`src/rtl/baud_gen_frac.sv`:
```
// Fractional baud-rate generator: oversample ticks with a fractional period,
// plus midpoint and bit-end strobes. Divisor changes take effect at period boundaries.
module baud_gen_frac #(
    parameter int DIV_W   = 16,
    parameter int FRAC_W  = 4,
    parameter int OSR     = 16,
    parameter int DEF_DIV = 16
) (
    input  logic              clk,
    input  logic              rst,
    input  logic              en,
    input  logic              sync_clr,
    input  logic              div_load,
    input  logic [DIV_W-1:0]  div_int,
    input  logic [FRAC_W-1:0] div_frac,
    output logic              os_tick,
    output logic              mid_tick,
    output logic              bit_tick,
    output logic              div_err
);

    localparam int OSC_W = (OSR > 1) ? $clog2(OSR) : 1;
    localparam logic [OSC_W-1:0] OS_LAST = OSC_W'(OSR - 1);
    localparam logic [OSC_W-1:0] OS_MID  = OSC_W'(OSR / 2 - 1);
    localparam logic [DIV_W-1:0] DEF_INT = DIV_W'(DEF_DIV);
    localparam logic [DIV_W-1:0] MIN_INT = DIV_W'(2);

    logic [DIV_W-1:0]  sh_int_q,   sh_int_d;
    logic [FRAC_W-1:0] sh_frac_q,  sh_frac_d;
    logic [DIV_W-1:0]  act_int_q,  act_int_d;
    logic [FRAC_W-1:0] act_frac_q, act_frac_d;
    logic [DIV_W:0]    cnt_q,      cnt_d;
    logic [OSC_W-1:0]  os_cnt_q,   os_cnt_d;
    logic [FRAC_W-1:0] acc_q,      acc_d;
    logic              carry_q,    carry_d;
    logic              os_tick_q,  os_tick_d;
    logic              mid_tick_q, mid_tick_d;
    logic              bit_tick_q, bit_tick_d;
    logic              div_err_q,  div_err_d;

    logic [DIV_W:0]    len;
    logic [DIV_W:0]    len_m1;
    logic              at_end;
    logic [FRAC_W:0]   frac_sum;
    logic [OSC_W-1:0]  os_cnt_nxt;

    assign len        = {1'b0, act_int_q} + {{DIV_W{1'b0}}, carry_q};
    assign len_m1     = len - (DIV_W+1)'(1);
    // >= rather than == so a divisor shrunk while paused cannot strand cnt past the end
    assign at_end     = (cnt_q >= len_m1);
    assign frac_sum   = {1'b0, acc_q} + {1'b0, act_frac_q};
    assign os_cnt_nxt = (os_cnt_q == OS_LAST) ? '0 : os_cnt_q + OSC_W'(1);

    always_comb begin
        sh_int_d   = sh_int_q;
        sh_frac_d  = sh_frac_q;
        act_int_d  = act_int_q;
        act_frac_d = act_frac_q;
        cnt_d      = cnt_q;
        os_cnt_d   = os_cnt_q;
        acc_d      = acc_q;
        carry_d    = carry_q;
        div_err_d  = div_err_q;
        os_tick_d  = 1'b0;
        mid_tick_d = 1'b0;
        bit_tick_d = 1'b0;

        if (div_load) begin
            if (div_int < MIN_INT) begin
                sh_int_d  = MIN_INT;
                sh_frac_d = '0;
                div_err_d = 1'b1;
            end else begin
                sh_int_d  = div_int;
                sh_frac_d = div_frac;
                div_err_d = 1'b0;
            end
        end

        // Active divisor always takes the pre-load shadow, so a load on a boundary lands one period later
        if (sync_clr) begin
            cnt_d      = '0;
            os_cnt_d   = '0;
            acc_d      = '0;
            carry_d    = 1'b0;
            act_int_d  = sh_int_q;
            act_frac_d = sh_frac_q;
        end else if (!en) begin
            act_int_d  = sh_int_q;
            act_frac_d = sh_frac_q;
        end else if (at_end) begin
            cnt_d      = '0;
            os_cnt_d   = os_cnt_nxt;
            {carry_d, acc_d} = frac_sum;
            act_int_d  = sh_int_q;
            act_frac_d = sh_frac_q;
            os_tick_d  = 1'b1;
            mid_tick_d = (os_cnt_q == OS_MID);
            bit_tick_d = (os_cnt_q == OS_LAST);
        end else begin
            cnt_d = cnt_q + (DIV_W+1)'(1);
        end
    end

    always_ff @(posedge clk or posedge rst) begin
        if (rst) begin
            sh_int_q   <= DEF_INT;
            sh_frac_q  <= '0;
            act_int_q  <= DEF_INT;
            act_frac_q <= '0;
            cnt_q      <= '0;
            os_cnt_q   <= '0;
            acc_q      <= '0;
            carry_q    <= 1'b0;
            os_tick_q  <= 1'b0;
            mid_tick_q <= 1'b0;
            bit_tick_q <= 1'b0;
            div_err_q  <= 1'b0;
        end else begin
            sh_int_q   <= sh_int_d;
            sh_frac_q  <= sh_frac_d;
            act_int_q  <= act_int_d;
            act_frac_q <= act_frac_d;
            cnt_q      <= cnt_d;
            os_cnt_q   <= os_cnt_d;
            acc_q      <= acc_d;
            carry_q    <= carry_d;
            os_tick_q  <= os_tick_d;
            mid_tick_q <= mid_tick_d;
            bit_tick_q <= bit_tick_d;
            div_err_q  <= div_err_d;
        end
    end

    assign os_tick  = os_tick_q;
    assign mid_tick = mid_tick_q;
    assign bit_tick = bit_tick_q;
    assign div_err  = div_err_q;

endmodule

```
`config.mk`:
```
export PLATFORM = sky130hd
export DESIGN_NAME = baud_gen_frac
export DESIGN_NICKNAME = d
export VERILOG_FILES = /design/src/rtl/baud_gen_frac.sv
export SDC_FILE = /design/constraint.sdc
export NUM_CORES = 1
export LEC_CHECK = 0
export ABC_AREA = 1
export CAP_MARGIN = 20
export CORE_MARGIN = 2
export CORE_UTILIZATION = 40
export CTS_CLUSTER_SIZE = 8
export DETAILED_ROUTE_END_ITERATION = 6
export GPL_ROUTABILITY_DRIVEN = 1
export PLACE_DENSITY = 0.55
export SETUP_SLACK_MARGIN = 0.2
export SLEW_MARGIN = 5
export SYNTH_ARGS = -nofsm -noshare
export SYNTH_HDL_FRONTEND = slang
export SYNTH_SLANG_ARGS = --single-unit
```
`constraint.sdc`:
```
create_clock -name clk -period 4.9 [get_ports clk]
set_input_delay 0.98 -clock clk [delete_from_list [all_inputs] [get_ports clk]]
set_output_delay 0.98 -clock clk [all_outputs]
set_load 0.02 [all_outputs]
```
# Word level (Yosys, flattened, before mapping)
# Cells that the tools add are included.
totals:
  inputBits: 25
  register_bits: 70
op_classes:
  n_lt_le_gt_ge: 2
  n_addsub: 5
  n_mux: 31
  n_eq_ne: 3
  n_reduce_logical: 3
op_table:
  columns: ["cell", "count"]
  rows:
  - ["2-to-1 mux 16 bit", 4]
  - ["2-to-1 mux 17 bit", 3]
  - ["2-to-1 mux 4 bit", 11]
  - ["adder 16 x 1 -> 17 bit", 1]
  - ["adder 17 x 1 -> 17 bit, second input constant", 1]
  - [">= comparator 17 bit", 1]
  - ["subtractor 17 x 1 -> 17 bit, second input constant", 1]
  - ["< comparator 16 x 2 -> 1 bit, second input constant", 1]
  - ["2-to-1 mux 1 bit", 13]
  - ["adder 4 x 4 -> 5 bit", 1]
  - ["adder 4 x 1 -> 4 bit, second input constant", 1]
  - ["equality test 4 x 3 -> 1 bit, second input constant", 1]
  - ["equality test 4 bit, second input constant", 1]
  - ["nonzero test 2 bit", 2]
  - ["!= test 3 x 1 -> 1 bit, second input constant", 1]
  - ["AND reduction 2 bit", 1]

# Depth between registers and ports, before layout
logic_depth:
  word_depth: 6
  depth_mapped: 23

# Least setup slack after synthesis
# Ideal clock, no wire load.
synth_path:
  kind: "register to register"
  start: "reg act_int_q[0]"
  end: "reg act_int_q[10]"
  setup_ps: 116
  path_stages_with_launch: 21
  synth_period_minus_slack_ps: 2662
  arrival_ps: 2545
  setup_slack_ps: 2238
  cell_sequence: "dfrtp_1 inv_1 ha_1 ha_1 nand2_1 nor2_1 nand4_1 nor2_1 nand3_1 ha_1 nand2_2 nor2_4 nand3_2 nor2_2 nor2_2 nand2_2 inv_2 buf_6 buf_12 nand3_2 nand2_1"
synth_between:
  elab_chain_len: 4
synth_rtl:
  columns: ["item", "line", "rtl"]
  rows:
  - ["from (decl)", "30", "logic [DIV_W-1:0] act_int_q, act_int_d;"]
  - ["from (signal assigned)", "122", "act_int_q <= act_int_d;"]
  - ["adder 16 x 1 -> 17 bit", "47", "assign len = {1'b0, act_int_q} + {{DIV_W{1'b0}}, carry_q};"]
  - ["subtractor 17 x 1 -> 17 bit", "48", "assign len_m1 = len - (DIV_W+1)'(1);"]
  - [">= comparator 17 bit", "50", "assign at_end = (cnt_q >= len_m1);"]
  - ["!= test 3 x 1 -> 1 bit (no line)", null, null]
# Every way passes these cells.
# A chain may end at the register's enable or synchronous reset.

# Final worst setup path
layout_path:
  start: "reg act_int_q[0]"
  end: "reg cnt_q[9]"
layout_between:
  elab_chain_len: 6
layout_rtl:
  columns: ["item", "line", "rtl"]
  rows:
  - ["adder 16 x 1 -> 17 bit", "47", null]
  - ["subtractor 17 x 1 -> 17 bit", "48", null]
  - [">= comparator 17 bit", "50", null]
  - ["2-to-1 mux 17 bit", "91", "end else if (at_end) begin"]
  - ["2-to-1 mux 17 bit", "88", "end else if (!en) begin"]
  - ["2-to-1 mux 17 bit", "81", "if (sync_clr) begin"]
  - ["to (signal assigned)", "124", "cnt_q <= cnt_d;"]
  - ["to (decl)", "32", "logic [DIV_W:0] cnt_q, cnt_d;"]
# Every way passes these cells. The select of a mux whose other input is x is not followed.

==> results.toml <==
[timing]
fin_crit_sh_pct = 68.6
skew_ps = 10.2
clock.fmax_mhz = 297
slew_viol_final = 0
setup_viol = 0
period_minus_slack_ps = 3360
worstMarginPinSlew_ps = 670
hold_viol_final = 0
maxSlewHeadroom_pct = 55.4
rsz0062_at_grt = "no"
fin_tns_setup_ps = 0
layout_setup_ws_ps = 1540

[worst_setup_path]
cpPeakStageDelay_ps = 480
crit_family = "simple AND/OR/NAND/NOR gates"
crit_type = "flop to flop"
required_ps = 5200
ff2ff_setup_slack_ps = 1540
crit_chain = "inv_1 > ha_1 > ha_1 > nand2_1 > nor2_1 > nand4_1 > nor2_1 > xor2_1 > ha_1 > nand2_1 > inv_2 > nand2_1 > nand2_1 > nand2_1 > nand2_1 > nor2_2 > nand2_2 > inv_2 > buf_4 > nand3b_1 > nand2_1"
critPathLaunchType = "flop"
worstRegToRegCells = 21
cpMaxStageDelayCell = "buf_4"
worstReg2RegStart = "act_int_q[0]"
worstPathMaxFanout = 37
path_buf_inv = 4
r2r_end = "cnt_q[9]"
crit_path_end_kind = "flop"
cp.arrival_ps = 3660
crit_top_cell = "nand2_1"

[yosys]
synth_top_area_share_pct = 40.2
synth_seq_cells = 70
synthFlopType = "dfrtp_1"
synthArstFlopShare_pct = 100
synth.largest_area_cell = "dfrtp_1"
netlist-cell-type-count = 33
synth_nets = 566
ys_warn_count = 0
synth.area.top_cells = "dfrtp_1 (40%), nand2_1 (17%), ha_1 (7.4%), nand3_2 (7.3%), xor2_1 (3.7%)"
syn_area_um2 = 4230
synth_edf_count = 0
avgSynthCellArea_um2 = 8.21
syn-instance-count = 515
yosysSeqAreaShare_pct = 41.5

[grt]
grt.total_usage_pct = 16.0
grt_pass1_wl_mm = 14.5
grt_max_degree = 48
antenna_found_initial = 0
first_global_vias = 3117
grt_overflow = 0

[power]
power_frac_comb_pct = 13.8
irDropWorstVdd_v = 0.000144
sw_frac_of_total_pct = 28.8
pwr-share-clk_pct = 36.5
leakage_uw = 0.00242
p_sw_uw = 376
p_int_uw = 928
p_seq_share_pct = 49.7
cellPowerDensity_nw_per_um2 = 272

[die]
die_w_um = 107
initial_core_util_pct = 41.1
ios = 29
die_h_um = 107
die_area_um2 = 11400
fp-row-count = 37
fp.coreArea_um2 = 10300

[final_layout]
drive_gt1_share_pct = 12.1
final_common_cell = "nand2_1"
area_growth_pct = 13.6
layout_common_cells = "nand2_1 (193), dfrtp_1 (68), nor2_1 (37)"
diodes = 0
nets = 593
multi_input_area_um2 = 2210
fillerInstances = 1047
regArea_um2 = 1750
fin_util_pct = 46.7

[min_path]
holdPathStages = 2
hold_start = "sh_int_q[6]"
hold_end = "act_int_q[6]"
hp-class = "flop to flop"

[status]
outcome = "finished, final reports clean"

[cts]
clk_pin_slew_worst_paths_ps = 80
cts.sinks = 70
post_cts_buffers = 0
cts_resized = 0
cts_tree = "yes"
postCtsHoldBufs = 0
htreeDepth = 3
insertion_delay_ps = 350
clockBufferDepth = 2
cts_made_buffers = 9
cts-root-buf = "clkbuf_8"

[placement]
dp_hpwl_mm = 5.85
portBuffers = 28
pre_cts_ws_ps = 1480
gp_congestion = 0.772

[drt]
vias = 3168
ant_nets = 0
wl_per_cell_um = 12.0
drt_iter0_markers = 145
wl_mm = 8.17
drc = 0
dr.pass1.iters = 6
routed_via_density = 4.64

[flow_run]
drv_cap = 0
[state kept, by name, summed over array words and instances (netlist names)]
signal      cells
acc_q           4
act_frac_q      4
act_int_q      16
bit_tick        1
carry_q         1
cnt_q          17
div_err         1
mid_tick        1
os_cnt_q        4
os_tick         1
sh_frac_q       4
sh_int_q       16
[power groups by stage]
stage          clock network (uW)  logic, uW  registers (uW)
3_3_place_gp                    0        177             660
3_5_place_dp                    0        182             661
6_report                      476        180             649
5_1_grt                       518        212             655
4_1_cts                       494        182             649
2_1_floorplan                   0        131             652
[how the worst max path moves through the flow]
stage,startpoint,to,slack (ps),cells after the start
after CTS,act_int_q[0],cnt_q[9],1470,21
after detailed placement,act_int_q[0],cnt_q[9],1480,21
after global placement,act_int_q[0],cnt_q[7],1590,18
final,act_int_q[0],cnt_q[9],1540,21
after global routing,act_int_q[0],act_int_q[12],1160,21
after floorplan,rst,acc_q[0],2160,1
[worst reg2reg max path: stages, from the launching register on]
cell,delay [ps]
dfrtp_1,390
inv_1,70
ha_1,160
ha_1,180
nand2_1,100
nor2_1,210
nand4_1,140
nor2_1,170
xor2_1,170
ha_1,260
nand2_1,90
inv_2,40
nand2_1,50
nand2_1,40
nand2_1,50
nand2_1,70
nor2_2,120
nand2_2,160
inv_2,90
buf_4,480
nand3b_1,160
nand2_1,90
[cell usage after synthesis (2+ instances only)]
master and number:
dfstp_2 2, ha_1 25, o21ai_0 5, nor2_1 38
nor3_1 7, buf_2 6, nand3b_1 7, buf_12 2
xnor2_1 12, inv_2 2, dfrtp_1 68, nor2_2 3
nand3_1 25, a21oi_1 6, buf_4 2, nand3_2 31
nand2_2 3, clkbuf_1 5, nand4_1 8, inv_1 35
a21o_1 2, xor2_1 18, nand2_1 193
[per-layer routing]
layer	up-vias	GRT usage, %	routed length (um)
met2	47	25.4	3660
met4	0	5.57	119
met1	1419	21.6	4110
met5	-	0	0
met3	11	3.59	281
li1	1691	-	-
[logic make-up after synthesis]
group | after synthesis | share of synthesized area [%]
buffers and inverters | 54 | 6.36
adder cells (fa/ha/maj) | 26 | 7.87
flip-flops | 70 | 41.5
XOR/XNOR | 30 | 6.21
AND/OR/NAND/NOR | 319 | 35.9
AO/OA/AOI/OAI | 16 | 2.16
[area by class of cell]
| class | instances | share of cell area [%] |
|---|---|---|
| clock buffers | 10 | 2.66 |
| inverters | 37 | 2.89 |
| clock inverters | 6 | 1.46 |
| flip-flops and latches | 70 | 36.5 |
| well taps | 136 | 3.54 |
| repair buffers | 33 | 6.88 |
| multi-input cells | 391 | 46.1 |
[per-stage QoR]
step                      instance area, um^2  hold WS, ps  instances  total power [uW]
after CTS                                4780          467        682              1330
after global routing                     4800          492        683              1390
after detailed placement                 4590          449        666               842
final                                    4800          466        683              1300
after global placement                   4590          454        666               837
after floorplan                          4230          442        515               783
(Power assumes the default switching activity.)
